### src/rtl/hist_eq_frame_ctrl.sv
// Frame sequencer for Y-channel histogram equalization: gates accumulation, checks pixel count,
// builds the CDF into the inactive LUT bank during blanking, then clears the histogram and swaps banks.
module hist_eq_frame_ctrl #(
    parameter int unsigned IMG_TOTAL = 480000,
    parameter int unsigned CNT_W     = 19
) (
    input  logic             clk,
    input  logic             rst_n,
    input  logic             per_img_vsync,
    input  logic             per_img_href,
    output logic             hist_acc_en,
    output logic [7:0]       hist_addr,
    output logic             hist_clr,
    output logic             hist_rd_en,
    input  logic [CNT_W-1:0] hist_rd_data,
    output logic             lut_we,
    output logic [7:0]       lut_waddr,
    output logic [CNT_W-1:0] lut_wdata,
    output logic             lut_wbank,
    output logic             lut_bank_sel,
    output logic             frame_done,
    output logic             busy,
    output logic             err_size,
    output logic [7:0]       drop_cnt
);

    localparam int unsigned SEQ_W = 9;
    localparam logic [SEQ_W-1:0] SEQ_LAST = 9'd256;

    localparam logic [2:0] ST_INIT_CLR = 3'd0;
    localparam logic [2:0] ST_IDLE     = 3'd1;
    localparam logic [2:0] ST_ACCUM    = 3'd2;
    localparam logic [2:0] ST_SCAN     = 3'd3;
    localparam logic [2:0] ST_CLEAR    = 3'd4;
    localparam logic [2:0] ST_SWAP     = 3'd5;

    logic [2:0]       state_q, state_d;
    logic [SEQ_W-1:0] seq_q, seq_d;
    logic             vsync_q, fall_q;
    logic [CNT_W-1:0] pix_cnt_q, pix_cnt_d;
    logic [CNT_W-1:0] cdf_q, cdf_d;
    logic             from_scan_q, from_scan_d;
    logic [7:0]       hist_addr_q, hist_addr_d;
    logic             hist_clr_q, hist_clr_d;
    logic             hist_rd_en_q, hist_rd_en_d;
    logic             lut_we_q, lut_we_d;
    logic [7:0]       lut_waddr_q, lut_waddr_d;
    logic [CNT_W-1:0] lut_wdata_q, lut_wdata_d;
    logic             bank_q, bank_d;
    logic             frame_done_q, frame_done_d;
    logic             err_q, err_d;
    logic [7:0]       drop_q, drop_d;

    logic             vsync_rise, vsync_fall;
    logic [CNT_W-1:0] cdf_sum;

    assign vsync_rise = per_img_vsync & ~vsync_q;
    assign vsync_fall = ~per_img_vsync & vsync_q;
    assign cdf_sum    = cdf_q + hist_rd_data;

    always_ff @(posedge clk or negedge rst_n) begin
        if (!rst_n) begin
            state_q      <= ST_INIT_CLR;
            seq_q        <= '0;
            vsync_q      <= 1'b0;
            fall_q       <= 1'b0;
            pix_cnt_q    <= '0;
            cdf_q        <= '0;
            from_scan_q  <= 1'b0;
            hist_addr_q  <= '0;
            hist_clr_q   <= 1'b0;
            hist_rd_en_q <= 1'b0;
            lut_we_q     <= 1'b0;
            lut_waddr_q  <= '0;
            lut_wdata_q  <= '0;
            bank_q       <= 1'b0;
            frame_done_q <= 1'b0;
            err_q        <= 1'b0;
            drop_q       <= '0;
        end else begin
            state_q      <= state_d;
            seq_q        <= seq_d;
            vsync_q      <= per_img_vsync;
            fall_q       <= vsync_fall;
            pix_cnt_q    <= pix_cnt_d;
            cdf_q        <= cdf_d;
            from_scan_q  <= from_scan_d;
            hist_addr_q  <= hist_addr_d;
            hist_clr_q   <= hist_clr_d;
            hist_rd_en_q <= hist_rd_en_d;
            lut_we_q     <= lut_we_d;
            lut_waddr_q  <= lut_waddr_d;
            lut_wdata_q  <= lut_wdata_d;
            bank_q       <= bank_d;
            frame_done_q <= frame_done_d;
            err_q        <= err_d;
            drop_q       <= drop_d;
        end
    end

    // Strobes are registered against the next state so they line up with the state they belong to.
    always_comb begin
        state_d      = state_q;
        seq_d        = seq_q;
        pix_cnt_d    = pix_cnt_q;
        cdf_d        = cdf_q;
        from_scan_d  = from_scan_q;
        hist_addr_d  = '0;
        hist_clr_d   = 1'b0;
        hist_rd_en_d = 1'b0;
        lut_we_d     = 1'b0;
        lut_waddr_d  = lut_waddr_q;
        lut_wdata_d  = lut_wdata_q;
        bank_d       = bank_q;
        frame_done_d = 1'b0;
        err_d        = err_q;
        drop_d       = drop_q;

        case (state_q)
            ST_INIT_CLR: begin
                if (seq_q == SEQ_LAST) begin
                    state_d = ST_IDLE;
                    seq_d   = '0;
                end else begin
                    hist_clr_d  = 1'b1;
                    hist_addr_d = seq_q[7:0];
                    seq_d       = seq_q + 9'd1;
                end
            end
            ST_IDLE: begin
                if (vsync_rise) begin
                    state_d   = ST_ACCUM;
                    pix_cnt_d = '0;
                    cdf_d     = '0;
                end
            end
            ST_ACCUM: begin
                if (per_img_href && (pix_cnt_q != {CNT_W{1'b1}})) begin
                    pix_cnt_d = pix_cnt_q + CNT_W'(1);
                end
                // fall_q gives the fall-cycle pixel one clock to land in pix_cnt_q
                if (fall_q) begin
                    seq_d = 9'd1;
                    if (pix_cnt_q == CNT_W'(IMG_TOTAL)) begin
                        state_d      = ST_SCAN;
                        hist_rd_en_d = 1'b1;
                        from_scan_d  = 1'b1;
                    end else begin
                        state_d     = ST_CLEAR;
                        hist_clr_d  = 1'b1;
                        err_d       = 1'b1;
                        from_scan_d = 1'b0;
                    end
                end
            end
            ST_SCAN: begin
                // seq_q = k means the read for address k-1 is on the bus; data for k-2 has arrived
                if (seq_q >= 9'd2) begin
                    cdf_d       = cdf_sum;
                    lut_we_d    = 1'b1;
                    lut_waddr_d = 8'(seq_q - 9'd2);
                    lut_wdata_d = cdf_sum;
                end
                if (seq_q < SEQ_LAST) begin
                    hist_rd_en_d = 1'b1;
                    hist_addr_d  = seq_q[7:0];
                    seq_d        = seq_q + 9'd1;
                end else if (seq_q == SEQ_LAST) begin
                    seq_d = seq_q + 9'd1;
                end else begin
                    state_d    = ST_CLEAR;
                    hist_clr_d = 1'b1;
                    seq_d      = 9'd1;
                end
            end
            ST_CLEAR: begin
                if (seq_q == SEQ_LAST) begin
                    seq_d = '0;
                    if (from_scan_q) begin
                        state_d      = ST_SWAP;
                        frame_done_d = 1'b1;
                        bank_d       = ~bank_q;
                    end else begin
                        state_d = ST_IDLE;
                    end
                end else begin
                    hist_clr_d  = 1'b1;
                    hist_addr_d = seq_q[7:0];
                    seq_d       = seq_q + 9'd1;
                end
            end
            ST_SWAP: begin
                state_d = ST_IDLE;
            end
            default: begin
                state_d = ST_INIT_CLR;
                seq_d   = '0;
            end
        endcase

        if (vsync_rise && (state_q != ST_IDLE) && (drop_q != 8'hFF)) begin
            drop_d = drop_q + 8'd1;
        end
    end

    assign hist_acc_en  = per_img_href && (state_q == ST_ACCUM);
    assign hist_addr    = hist_addr_q;
    assign hist_clr     = hist_clr_q;
    assign hist_rd_en   = hist_rd_en_q;
    assign lut_we       = lut_we_q;
    assign lut_waddr    = lut_waddr_q;
    assign lut_wdata    = lut_wdata_q;
    assign lut_wbank    = ~bank_q;
    assign lut_bank_sel = bank_q;
    assign frame_done   = frame_done_q;
    assign busy         = (state_q != ST_IDLE);
    assign err_size     = err_q;
    assign drop_cnt     = drop_q;

endmodule

### config.mk
export PLATFORM = sky130hd
export DESIGN_NAME = hist_eq_frame_ctrl
export DESIGN_NICKNAME = d
export VERILOG_FILES = /design/src/rtl/hist_eq_frame_ctrl.sv
export SDC_FILE = /design/constraint.sdc
export NUM_CORES = 1
export LEC_CHECK = 0
export ABC_AREA = 1
export BUFFER_PORTS_ARGS = -buffer_cell sky130_fd_sc_hd__buf_2
export CAP_MARGIN = 10
export CORE_MARGIN = 5
export CORE_UTILIZATION = 40
export DETAILED_ROUTE_END_ITERATION = 10
export GPL_TIMING_DRIVEN = 0
export PLACE_DENSITY = 0.65
export RECOVER_POWER = 100
export SLEW_MARGIN = 20
export SYNTH_ARGS = -nofsm -noshare
export SYNTH_HDL_FRONTEND = slang
export SYNTH_SLANG_ARGS = --single-unit
export TNS_END_PERCENT = 10
### constraint.sdc
create_clock -name clk -period 2.7 [get_ports clk]
set_input_delay 0.27 -clock clk [delete_from_list [all_inputs] [get_ports clk]]
set_output_delay 0.27 -clock clk [all_outputs]
set_load 0.1 [all_outputs]
==> results of run 1 <==
-- metrics by stage --
step / worst slack [ns] / util, % / total power, W
final: 0.457 / 46.3 / 0.00346
after global placement: 0.179 / 44.7 / 0.00217
after CTS: 0.620 / 47.1 / 0.00354
after global routing: 0.211 / 46.3 / 0.00361
after floorplan: 0.334 / - / 0.00205
after detailed placement: 0.626 / 44.9 / 0.00218
-- area by class of cell --
cell class | count | area (µm²)
multi-input cells | 577 | 2900
clock buffers | 12 | 246
plain buffers | 14 | 101
inverters | 65 | 244
fillers | 1490 | 7750
clock inverters | 4 | 55.1
well taps | 184 | 230
repair buffers | 76 | 343
flip-flops and latches | 102 | 2550
-- power groups by stage --
| stage | Combinational [W] | Sequential (W) | Clock (W) |
|---|---|---|---|
| floorplan | 0.000125 | 0.00192 | 0 |
| global placement | 0.000526 | 0.00164 | 0 |
| detailed placement | 0.000537 | 0.00164 | 0 |
| CTS | 0.000538 | 0.00161 | 0.00139 |
| global route | 0.000560 | 0.00162 | 0.00143 |
| finish | 0.000518 | 0.00161 | 0.00133 |
-- state kept, by name, summed over array words and instances, names as in the netlist, 3 cells and up --
register,flops
drop_cnt,8
cdf_q,19
lut_waddr,8
state_q,3
seq_q,9
hist_addr,8
lut_wdata,19
pix_cnt_q,19
-- cells in the final DEF, fill, tap and decap left out, drive strengths merged --
master	netlist	layout
and2	2	2
clkinvlp	0	1
bufinv	0	1
o22ai	1	1
nand2	261	261
nor3b	1	1
a21oi	23	23
dfrtp	102	102
xnor2	8	8
dlygate4sd3	0	1
fa	1	1
inv	64	65
o211ai	1	1
xor2	26	26
or2	9	9
clkbuf	0	70
a211oi	1	1
nor3	8	8
buf	14	31
nor2	87	87
clkinv	1	2
a31oi	2	2
nand4	6	6
o21bai	1	1
o21ai	40	40
ha	26	26
nand3b	5	5
nand3	68	68
-- worst min-delay path by stage --
stage | from | to | cells past startpoint
floorplan | rst_n | cdf_q[0]$_DFFE_PN0P_ | 0
global placement | per_img_vsync | vsync_q$_DFF_PN0_ | 1
detailed placement | rst_n | lut_we$_DFF_PN0_ | 1
CTS | per_img_vsync | vsync_q$_DFF_PN0_ | 1
global route | per_img_vsync | vsync_q$_DFF_PN0_ | 1
finish | per_img_vsync | vsync_q$_DFF_PN0_ | 1
-- logic make-up (layout without fill, tap and decap cells) --
kind of cell / after synthesis / count (layout)
and+or+nand+nor: 447 / 447
DFF: 102 / 102
buffers and inverters: 79 / 171
AOI/OAI and AO/OA: 69 / 69
xor gates and xnor gates: 34 / 34
adders and majority gates: 27 / 27
-- critical path: stages, from the launching register on --
cell	delay [ns]
dfrtp_1	0.46
inv_1	0.18
ha_1	0.22
nand2_1	0.08
nor2_1	0.16
nand2_1	0.07
a21oi_1	0.23
nor2_2	0.06
clkbuf_1	0.27
buf_6	0.24
nand3_1	0.10
nand2_1	0.06
-- per-layer routing --
layer	vias to the layer above	global-route usage [%]	part of all wire [%]
met5	-	0	0
met2	108	28.0	46
li1	2596	-	-
met1	2332	23.2	48
met4	0	3.99	1.1
met3	15	3.74	5.1
==> key figures, run 1 <==
Run status
  • Status: completed

Synth
  • Post-synthesis adder-cell area fraction: under 10%
  • #FFs+latches synth: around 100
  • Top_reg_cell synth: dfrtp_1
  • Post-synthesis mux area share: 0%
  • Synth top cells by count: nand2_1 (257), dfrtp_1 (102), nor2_1 (79)
  • Post-Synthesis Cells: 758
  • Xor/xnor cell area share of the yosys netlist: slightly above 5%
  • Sequential area share after synthesis: 43.7%
  • Complex-gate fraction of the synthesized area: roughly 6.5%
  • Cell Area, Synth: 0.00585 mm²
  • Simple-gate area share of the yosys netlist: between 30% and 40%
  • Main combinational cell family by area after synthesis: simple AND/OR/NAND/NOR gates
  • Yosys cell types: 37
  • Fraction of registers with async set/reset: 100%
  • Avg Synthesized Cell Area: 7.71 µm²
  • Synth top area share: between 40% and 50%
  • Syn nets: ~810
  • Most common cell in the synthesized netlist: nand2_1
  • Leading area contributor after synthesis: dfrtp_1
  • Yosys warning total: 0
  • Top cells by area, synth: dfrtp_1 (44%), nand2_1 (17%), nand3_1 (5.7%)
  • EDFF count, synth: 0

Finish
  • Ratio of cells with drive above 1 in the final layout: under 10%
  • Synth-to-Final Area Change: 14.2%
  • Fin cells: ~1.0k
  • Antenna cells: 0
  • Nets@finish: around 900
  • Finished layout cell area: 0.00668 mm²

Pwr
  • Sw power: approximately 0.0011 W
  • Comb pwr share: around 15%
  • Sw Share: 30.4%
  • VDD IR max: between 0.0009 and 0.001 V
  • Clock network power share: 38.5%
  • Cell Int Power: approximately 0.0024 W
  • Sequential power share: between 40% and 50%
  • Leakage power: roughly 3.3 nW
  • PwrDens: a little over 500 mW/mm²

Die
  • Die X-Extent: about 130 µm
  • Die Footprint: approximately 0.017 mm²
  • IO Pins: 75
  • Initial Util: 40.5%
  • Core Region: 0.0144 mm²
  • Die height: approximately 130 µm
  • Num rows: 44

Setup path
  • R2r setup slk: approximately 0.46 ns
  • Critical path endpoint: cdf_q[9]$_DFFE_PN0P_
  • Reg2reg end: cdf_q[9]$_DFFE_PN0P_
  • CP startpoint: seq_q[1]$_DFFE_PN0P_
  • CP Launch Type: flop
  • Reg-to-Reg Start: seq_q[1]$_DFFE_PN0P_
  • CP endpoint kind: flop
  • Crit Path Class: reg -> reg
  • Arr. time, crit path: 2.49 ns
  • Worst R2R Path Depth: 11
  • Max Fanout on Critical Path: 10
  • Required @ worst endpoint: between 2 and 3 ns

Clock network
  • Hold_buf cts: 1
  • # resized after CTS: 0
  • Post-CTS Setup Bufs: 0
  • H-Tree Depth: 3
  • Clk buf depth: 2
  • Worst-Skew Late Latency: between 0.3 and 0.4 ns
  • CTS tree: built
  • CTS Sinks: around 100
  • TritonCTS Buffers: 9
  • Clock root cell: clkbuf_16
  • Reg clk slew, reported paths: ~0.07 ns

STA
  • Max_slew headroom: less than 1%
  • Worst-case hold slack: between 0.1 and 0.15 ns
  • Least-Margin Pin Slew: between 1 and 1.5 ns
  • RSZ-0062 raised after global routing: no
  • # setup viols final: 0
  • Final period utilization: a little over 80%
  • Max Slew Vio Count: 0
  • Final Hold Vio Count: 0
  • Sum Neg Setup Slack: 0 ns
  • Clk_skew: around 0.01 ns
  • Max Freq: roughly 450 MHz
  • Minimum clock period: 2.24 ns

Flow run
  • # Max-Cap Violations: 0

Placement
  • Placed Cells: slightly above 1k
  • Port Buffers: 74
  • Placement Cell Area: around 0.0065 mm²
  • Gp weighted congestion: roughly 0.86
  • Detailed placer's ending HPWL: 10100 µm

Routing
  • Wire per inst: roughly 13 µm
  • Pre-Repair DR Iteration Count: 5
  • Post-DRT Antenna Nets: 0
  • Vias per cell: 4.88
  • Residual DRC count: 0
  • Total number of vias: about 5.1k
  • Initial DRC Count: ~340
  • Final WL: around 14000 µm

GRT
  • Vias in the first global route: about 4.9k
  • First-pass GRT wire length: 23600 µm
  • All-Layer GR Usage: around 17%
  • GR Overflow Total: 0
  • Initial antenna violation count: 0
  • Largest net degree at the start of global routing: 80

Worst hold path
  • Worst Hold Class: in -> reg
(Power assumes the default switching activity.)
==> run 2, diff against run 1 <==
==> constraint.sdc (replaced) <==
create_clock -name clk -period 2.3 [get_ports clk]
set_input_delay 0.23 -clock clk [delete_from_list [all_inputs] [get_ports clk]]
set_output_delay 0.23 -clock clk [all_outputs]
set_load 0.1 [all_outputs]
==> run 2 against run 1 <==
  * The run now ends with max-capacitance violations, max-slew violations left
  * Critical path type unchanged
  * Hold slack worse by 0.043 ns
  * Via count shrank 2.2%
  * Final cell count did not move
  * Routed wire length decreased by 0.94%
==> key figures, run 2 (same netlist as run 1, synthesis figures left out) <==
Routing
  • Total number of vias: 4939 (-2.2%)
  • Pre-Repair DR Iteration Count: 5 (unchanged)
  • Post-DRT Antenna Nets: 0 (unchanged)
  • Vias per cell: 4.78 (-2.2%)
  • Residual DRC count: 0 (unchanged)
  • Final WL: 13400 µm (-0.94%)
  • Wire per inst: 13.0 µm (-0.94%)
  • Initial DRC Count: 294 (-13%)

Pwr
  • PwrDens: 598 mW/mm² (+15%)
  • Cell Int Power: 0.00271 W (+12%)
  • Comb pwr share: 15.2% (+0.3 points)
  • Sequential power share: 47.4% (+0.8 points)
  • VDD IR max: 0.000901 V (-2.0%)
  • Leakage power: 3.32 nW (+0.28%)
  • Clock network power share: 37.4% (-1.1 points)
  • Sw Share: 32.2% (+1.9 points)
  • Sw power: 0.00129 W (+23%)

Finish
  • Most frequent cells in the layout: nand2_1 (258), dfrtp_1 (100), nor2_1 (79)
  • # fillers: 1461 (-1.9%)
  • Most common cell after layout, fill and taps aside: nand2_1
  • Util after Layout: 46.4% (+0.15 points)
  • Nets@finish: 895 (unchanged)
  • Antenna cells: 0 (unchanged)
  • Ratio of cells with drive above 1 in the final layout: 9.88% (+1.5 points)
  • Synth-to-Final Area Change: 14.6%

Worst hold path
  • Hold path start: per_img_vsync
  • Worst Hold Class: in -> reg

Clock network
  • TritonCTS Buffers: 9 (unchanged)
  • CTS Sinks: 102 (unchanged)
  • Clk buf depth: 2 (unchanged)
  • Worst-Skew Late Latency: 0.36 ns (about the same)
  • Post-CTS Setup Bufs: 0 (unchanged)
  • H-Tree Depth: 3 (unchanged)
  • Reg clk slew, reported paths: 0.07 ns (about the same)
  • CTS tree: built
  • Clock root cell: clkbuf_16

GRT
  • Met3 Usage GRT: 4.84% (+1.1 points)
  • All-Layer GR Usage: 17.0% (-0.055 points)
  • Met1 GRT Util: 23.0% (-0.18 points)
  • Grt peak-use layer: met2
  • Initial antenna violation count: 0 (unchanged)
  • First-pass GRT wire length: 23300 µm (-1.1%)
  • GR Util met2: 27.3% (-0.75 points)
  • GR Overflow Total: 0 (unchanged)
  • Largest net degree at the start of global routing: 78 (-2.5%)
  • Vias in the first global route: 4914 (-0.61%)

STA
  • Max_slew headroom: -3.81% (-4.2 points)
  • Final Hold Vio Count: 0 (unchanged)
  • Least-Margin Pin Slew: 1.56 ns (+0.0635 ns)
  • # setup viols final: 0 (unchanged)
  • Clk_skew: 0.00760 ns (-0.00247 ns)
  • Final period utilization: 91.3% (+8.2 points)
  • Max Freq: 476 MHz (+6.8%)
  • RSZ-0062 raised after global routing: no
  • Minimum clock period: 2.10 ns (-0.143 ns)
  • Worst Setup Slack, final: 0.201 ns (-0.257 ns)
  • Max Slew Vio Count: 26 (+26)

Setup path
  • Reg2reg end: cdf_q[10]$_DFFE_PN0P_
  • Required @ worst endpoint: 2.54 ns (-0.40 ns)
  • R2r setup slk: 0.20 ns (-0.26 ns)
  • CP startpoint: seq_q[1]$_DFFE_PN0P_
  • Reg-to-Reg Start: seq_q[1]$_DFFE_PN0P_
  • Worst R2R Path Depth: 11 (unchanged)
  • CP Launch Type: flop
  • Critical path endpoint: cdf_q[10]$_DFFE_PN0P_
  • Max Fanout on Critical Path: 10 (unchanged)
  • CP endpoint kind: flop
  • Crit Path Class: reg -> reg
  • Arr. time, crit path: 2.34 ns (-0.15 ns)

Flow run
  • # Max-Cap Violations: 1 (+1)

Die
  • Die height: 131 µm (unchanged)
  • Core Region: 0.0144 mm² (unchanged)
  • Die Footprint: 0.0171 mm² (unchanged)
  • Die X-Extent: 131 µm (unchanged)
  • IO Pins: 75 (unchanged)
  • Initial Util: 40.5% (unchanged)
  • Num rows: 44 (unchanged)

Placement
  • Port Buffers: 74 (unchanged)
  • Setup WS pre-CTS: 0.185 ns (-0.441 ns)
  • Detailed placer's ending HPWL: 10100 µm (-0.26%)
  • Gp weighted congestion: 0.878 (+2.1%)

Run status
  • Status: complete, but fails checks
  • Violated checks: max-capacitance violations, max-slew violations
-- run 2: cell count changes in the layout (fill, tap and decap cells not counted), sizes merged --
cell | previous run | this run
bufinv | 1 | 0
clkinvlp | 1 | 3
clkbuf | 70 | 67
inv | 65 | 67
-- run 2: repair_timing --
item,4_1_cts,5_1_grt
endpoints found under the setup margin,0,2
resized for setup,0,1
hold endpoints to repair,25,0
hold buffers,1,0
-- run 2: cell type report --
cell class / instances / area (µm²) / share of cell area, %
buffer: 14 / 104 / 1.55
multi-input combinational: 577 / 2930 / 43.8
tap: 184 / 230 / 3.44
clock buffer: 9 / 225 / 3.36
timing repair buffer: 76 / 343 / 5.12
clock inverter: 7 / 65.1 / 0.971
sequential: 102 / 2550 / 38.1
inverter: 65 / 244 / 3.64
-- run 2: power by group through the flow --
stage | Combinational [W] | Clock, W | Sequential (W)
2_1_floorplan | 0.000147 | 0 | 0.00226
3_3_place_gp | 0.000617 | 0 | 0.00193
3_5_place_dp | 0.000629 | 0 | 0.00193
4_1_cts | 0.000631 | 0.00156 | 0.00190
5_1_grt | 0.000657 | 0.00163 | 0.00191
6_report | 0.000607 | 0.00150 | 0.00190
-- run 2: worst min-delay path by stage --
| stage | cells past startpoint | endpoint |
|---|---|---|
| after CTS | 1 | vsync_q$_DFF_PN0_ |
| final | 1 | vsync_q$_DFF_PN0_ |
| after global placement | 1 | vsync_q$_DFF_PN0_ |
| after detailed placement | 1 | lut_we$_DFF_PN0_ |
| after floorplan | 0 | cdf_q[0]$_DFFE_PN0P_ |
| after global routing | 1 | vsync_q$_DFF_PN0_ |
-- run 2: worst max-delay path, cell delays in order (launching register included) --
cell	delay [ns]
dfrtp_1	0.47
inv_1	0.18
ha_1	0.22
nand2_1	0.09
nor2_2	0.12
nand2_1	0.06
a21oi_1	0.23
nor2_2	0.07
buf_4	0.19
buf_6	0.15
nand3_1	0.13
nand2_1	0.07
-- run 2: metal layers --
layer  part of all wire, %  vias up
li1                      -     2577
met1                    48     2257
met2                    46       97
met3                   5.7        8
met4                  0.72        0
met5                     0        -
-- run 2: stage by stage --
step	TNS, ns	power, W	cells	hold WS [ns]	area (µm²)
CTS	0	0.00409	1034	0.0188	6780
floorplan	-0.0463	0.00241	758	-0.0656	5850
finish	0	0.00400	1034	0.0601	6700
global placement	-16.78	0.00255	1016	0.393	6450
global route	0	0.00420	1034	0.0582	6700
detailed placement	0	0.00256	1017	0.116	6480
==> run 3, diff against run 2 <==
--- a/config.mk
+++ b/config.mk
@@ -12,7 +12,6 @@
 export CORE_UTILIZATION = 40
 export DETAILED_ROUTE_END_ITERATION = 10
 export GPL_TIMING_DRIVEN = 0
-export PLACE_DENSITY = 0.65
 export RECOVER_POWER = 100
 export SLEW_MARGIN = 20
 export SYNTH_ARGS = -nofsm -noshare
==> run 3 against run 2 <==
  * The flow now finishes without violations
  * Sequential power about the same
  * Die area unchanged
  * Final cell count unchanged
  * Hold slack got worse by 0.010 ns
  * Global-route usage decreased by 0.17 points
  * Clock power about the same
  * Core utilization decreased by 0.061 points
  * Flip-flop and latch count unchanged
  * Total power about the same
  * Sequential share of layout area about the same
  * Critical path type unchanged
  * Largest power group unchanged
==> key figures, run 3 (same netlist as run 1, synthesis figures left out) <==
Run status
  • Status: completed

Clock network
  • Reg clk slew, reported paths: 0.07 ns (about the same)
  • Clk buf depth: 2 (unchanged)
  • CTS tree: built
  • Worst-Skew Late Latency: 0.36 ns (about the same)
  • H-Tree Depth: 3 (unchanged)
  • CTS Sinks: 102 (unchanged)
  • Clock root cell: clkbuf_16
  • TritonCTS Buffers: 9 (unchanged)
  • Post-CTS Setup Bufs: 0 (unchanged)

Finish
  • Most frequent cells in the layout: nand2_1 (257), dfrtp_1 (100), nor2_1 (80)
  • # fillers: 1515 (+3.7%)
  • Synth-to-Final Area Change: 14.4%
  • Antenna cells: 0 (unchanged)
  • Ratio of cells with drive above 1 in the final layout: 10.0% (+0.12 points)
  • Nets@finish: 895 (unchanged)
  • Most common cell after layout, fill and taps aside: nand2_1

STA
  • # setup viols final: 0 (unchanged)
  • Sum Neg Setup Slack: 0 ns (unchanged)
  • Minimum clock period: 2.09 ns (-0.0123 ns)
  • RSZ-0062 raised after global routing: no
  • Clk_skew: 0.00757 ns (-0.0000242 ns)
  • Least-Margin Pin Slew: 1.28 ns (-0.277 ns)
  • Final period utilization: 90.7% (-0.53 points)
  • Max Freq: 479 MHz (+0.59%)
  • Max_slew headroom: 14.7% (+18 points)
  • Max Slew Vio Count: 0 (-100%)
  • Final Hold Vio Count: 0 (unchanged)

Placement
  • Port Buffers: 74 (unchanged)
  • Detailed placer's ending HPWL: 10300 µm (+1.8%)
  • Gp weighted congestion: 0.857 (-2.4%)

GRT
  • Largest net degree at the start of global routing: 55 (-29%)
  • Vias in the first global route: 4891 (-0.47%)
  • Initial antenna violation count: 0 (unchanged)
  • First-pass GRT wire length: 23000 µm (-1.5%)
  • All-Layer GR Usage: 16.8% (-0.17 points)
  • GR Overflow Total: 0 (unchanged)

Setup path
  • Critical Path, Cell by Cell: inv_1 > ha_1 > nand2_1 > nor2_2 > nand2_1 > a21oi_2 > nor2_2 > clkbuf_2 > buf_6 > nand3_1 > nand2_1
  • CP max stage delay: 0.45 ns (-0.02 ns)
  • Worst R2R Path Depth: 11 (unchanged)
  • CP Launch Type: flop
  • Most Frequent Cell on Critical Path: nand2_1
  • Arr. time, crit path: 2.33 ns (about the same)
  • Reg-to-Reg Start: seq_q[1]$_DFFE_PN0P_
  • Max Fanout on Critical Path: 10 (unchanged)
  • Required @ worst endpoint: 2.54 ns (about the same)
  • Delay-heaviest family, CP: buffers and inverters
  • Buf/Inv on CP: 3 (unchanged)
  • Reg2reg end: lut_wdata[9]$_DFFE_PN0P_
  • Crit Path Class: reg -> reg
  • R2r setup slk: 0.21 ns (about the same)
  • CP endpoint kind: flop
  • Crit-path slowest cell: dfrtp_1

Pwr
  • Leakage power: 3.33 nW (+0.19%)
  • PwrDens: 599 mW/mm² (+0.23%)
  • VDD IR max: 0.000873 V (-3.1%)
  • Power consumption: 0.00401 W (about the same)

Routing
  • Initial DRC Count: 233 (-21%)
  • Vias per cell: 4.83 (+1.1%)
  • Final WL: 13800 µm (+2.7%)
  • Residual DRC count: 0 (unchanged)
  • Wire per inst: 13.3 µm (+2.7%)
  • Total number of vias: 4991 (+1.1%)
  • Post-DRT Antenna Nets: 0 (unchanged)
  • Pre-Repair DR Iteration Count: 5 (unchanged)

Die
  • Initial Util: 40.5% (unchanged)
  • Die Footprint: 0.0171 mm² (unchanged)
  • IO Pins: 75 (unchanged)
  • Num rows: 44 (unchanged)
  • Die X-Extent: 131 µm (unchanged)
  • Die height: 131 µm (unchanged)
  • Core Region: 0.0144 mm² (unchanged)

Worst hold path
  • Worst hold endpoint: vsync_q$_DFF_PN0_
  • Worst Hold Class: in -> reg
  • Worst hold stages: 1 (unchanged)
  • Hold path start: per_img_vsync

Flow run
  • # Max-Cap Violations: 0 (-1)
## run 3: cell count changes in the layout (fill, tap and decap cells not counted), moves of 2 or more
cell,before,now
buf_4,3,0
o21ai_0,35,37
clkinvlp_4,3,1
inv_8,3,0
o21ai_1,5,3
clkbuf_8,0,2
clkbuf_2,4,8
## run 3: layer usage
metal / up-vias / wire [µm] / global-route usage, %
li1: 2593 / - / -
met3: 15 / 758 / 4.07
met2: 91 / 6330 / 27.8
met1: 2292 / 6510 / 22.0
met5: - / 0 / 0
met4: 0 / 198 / 5.14
## run 3: how the worst max path moves through the flow
stage	from	end	slack, ns	cells after the start
floorplan	state_q[0]$_DFFE_PN0P_	pix_cnt_q[7]$_DFFE_PN0P_	-0.006	9
global placement	rst_n	drop_cnt[0]$_DFFE_PN0P_	-0.36	1
detailed placement	seq_q[1]$_DFFE_PN0P_	seq_q[8]$_DFFE_PN0P_	0.23	9
CTS	seq_q[1]$_DFFE_PN0P_	seq_q[8]$_DFFE_PN0P_	0.22	9
global route	seq_q[1]$_DFFE_PN0P_	lut_wdata[15]$_DFFE_PN0P_	0.04	11
finish	seq_q[1]$_DFFE_PN0P_	lut_wdata[9]$_DFFE_PN0P_	0.21	11
## run 3: worst register-to-register path, stage by stage, from the launching register on
cell and delay (ns):
dfrtp_1 0.45, inv_1 0.18, ha_1 0.23, nand2_1 0.09, nor2_2 0.13, nand2_1 0.08
a21oi_2 0.17, nor2_2 0.06, clkbuf_2 0.21, buf_6 0.20, nand3_1 0.12, nand2_1 0.06
## run 3: area by class of cell
type | instances | area (µm²) | share of cell area, %
sequential | 102 | 2550 | 38.2
timing repair buffer | 76 | 344 | 5.14
clock buffer | 12 | 256 | 3.83
buffer | 14 | 100 | 1.50
clock inverter | 4 | 30.0 | 0.449
multi-input combinational | 577 | 2930 | 43.8
inverter | 65 | 244 | 3.65
tap | 184 | 230 | 3.44
## run 3: what timing repair did
action                                 CTS  global route
hold buffers                             1             0
resized for setup                        0             1
setup endpoints to repair                0             3
endpoints found under the hold margin   48             0
## run 3: report_power, final
part | internal, W | switching (W)
clock network | 0.000799 | 0.000702
logic | 0.000109 | 0.000499
registers | 0.00185 | 0.0000535
total | 0.00275 | 0.00125
## run 3: stage by stage
stage / cell area (µm²) / hold slack (ns) / cells / setup slack, ns / utilization, %
after floorplan: 5850 / -0.0656 / 758 / -0.00587 / -
after global placement: 6450 / 0.393 / 1016 / -0.359 / 44.7
after detailed placement: 6480 / 0.201 / 1017 / 0.231 / 44.9
after CTS: 6780 / 0.0144 / 1034 / 0.220 / 47.0
after global routing: 6690 / 0.0351 / 1034 / 0.0393 / 46.4
final: 6690 / 0.0496 / 1034 / 0.213 / 46.4
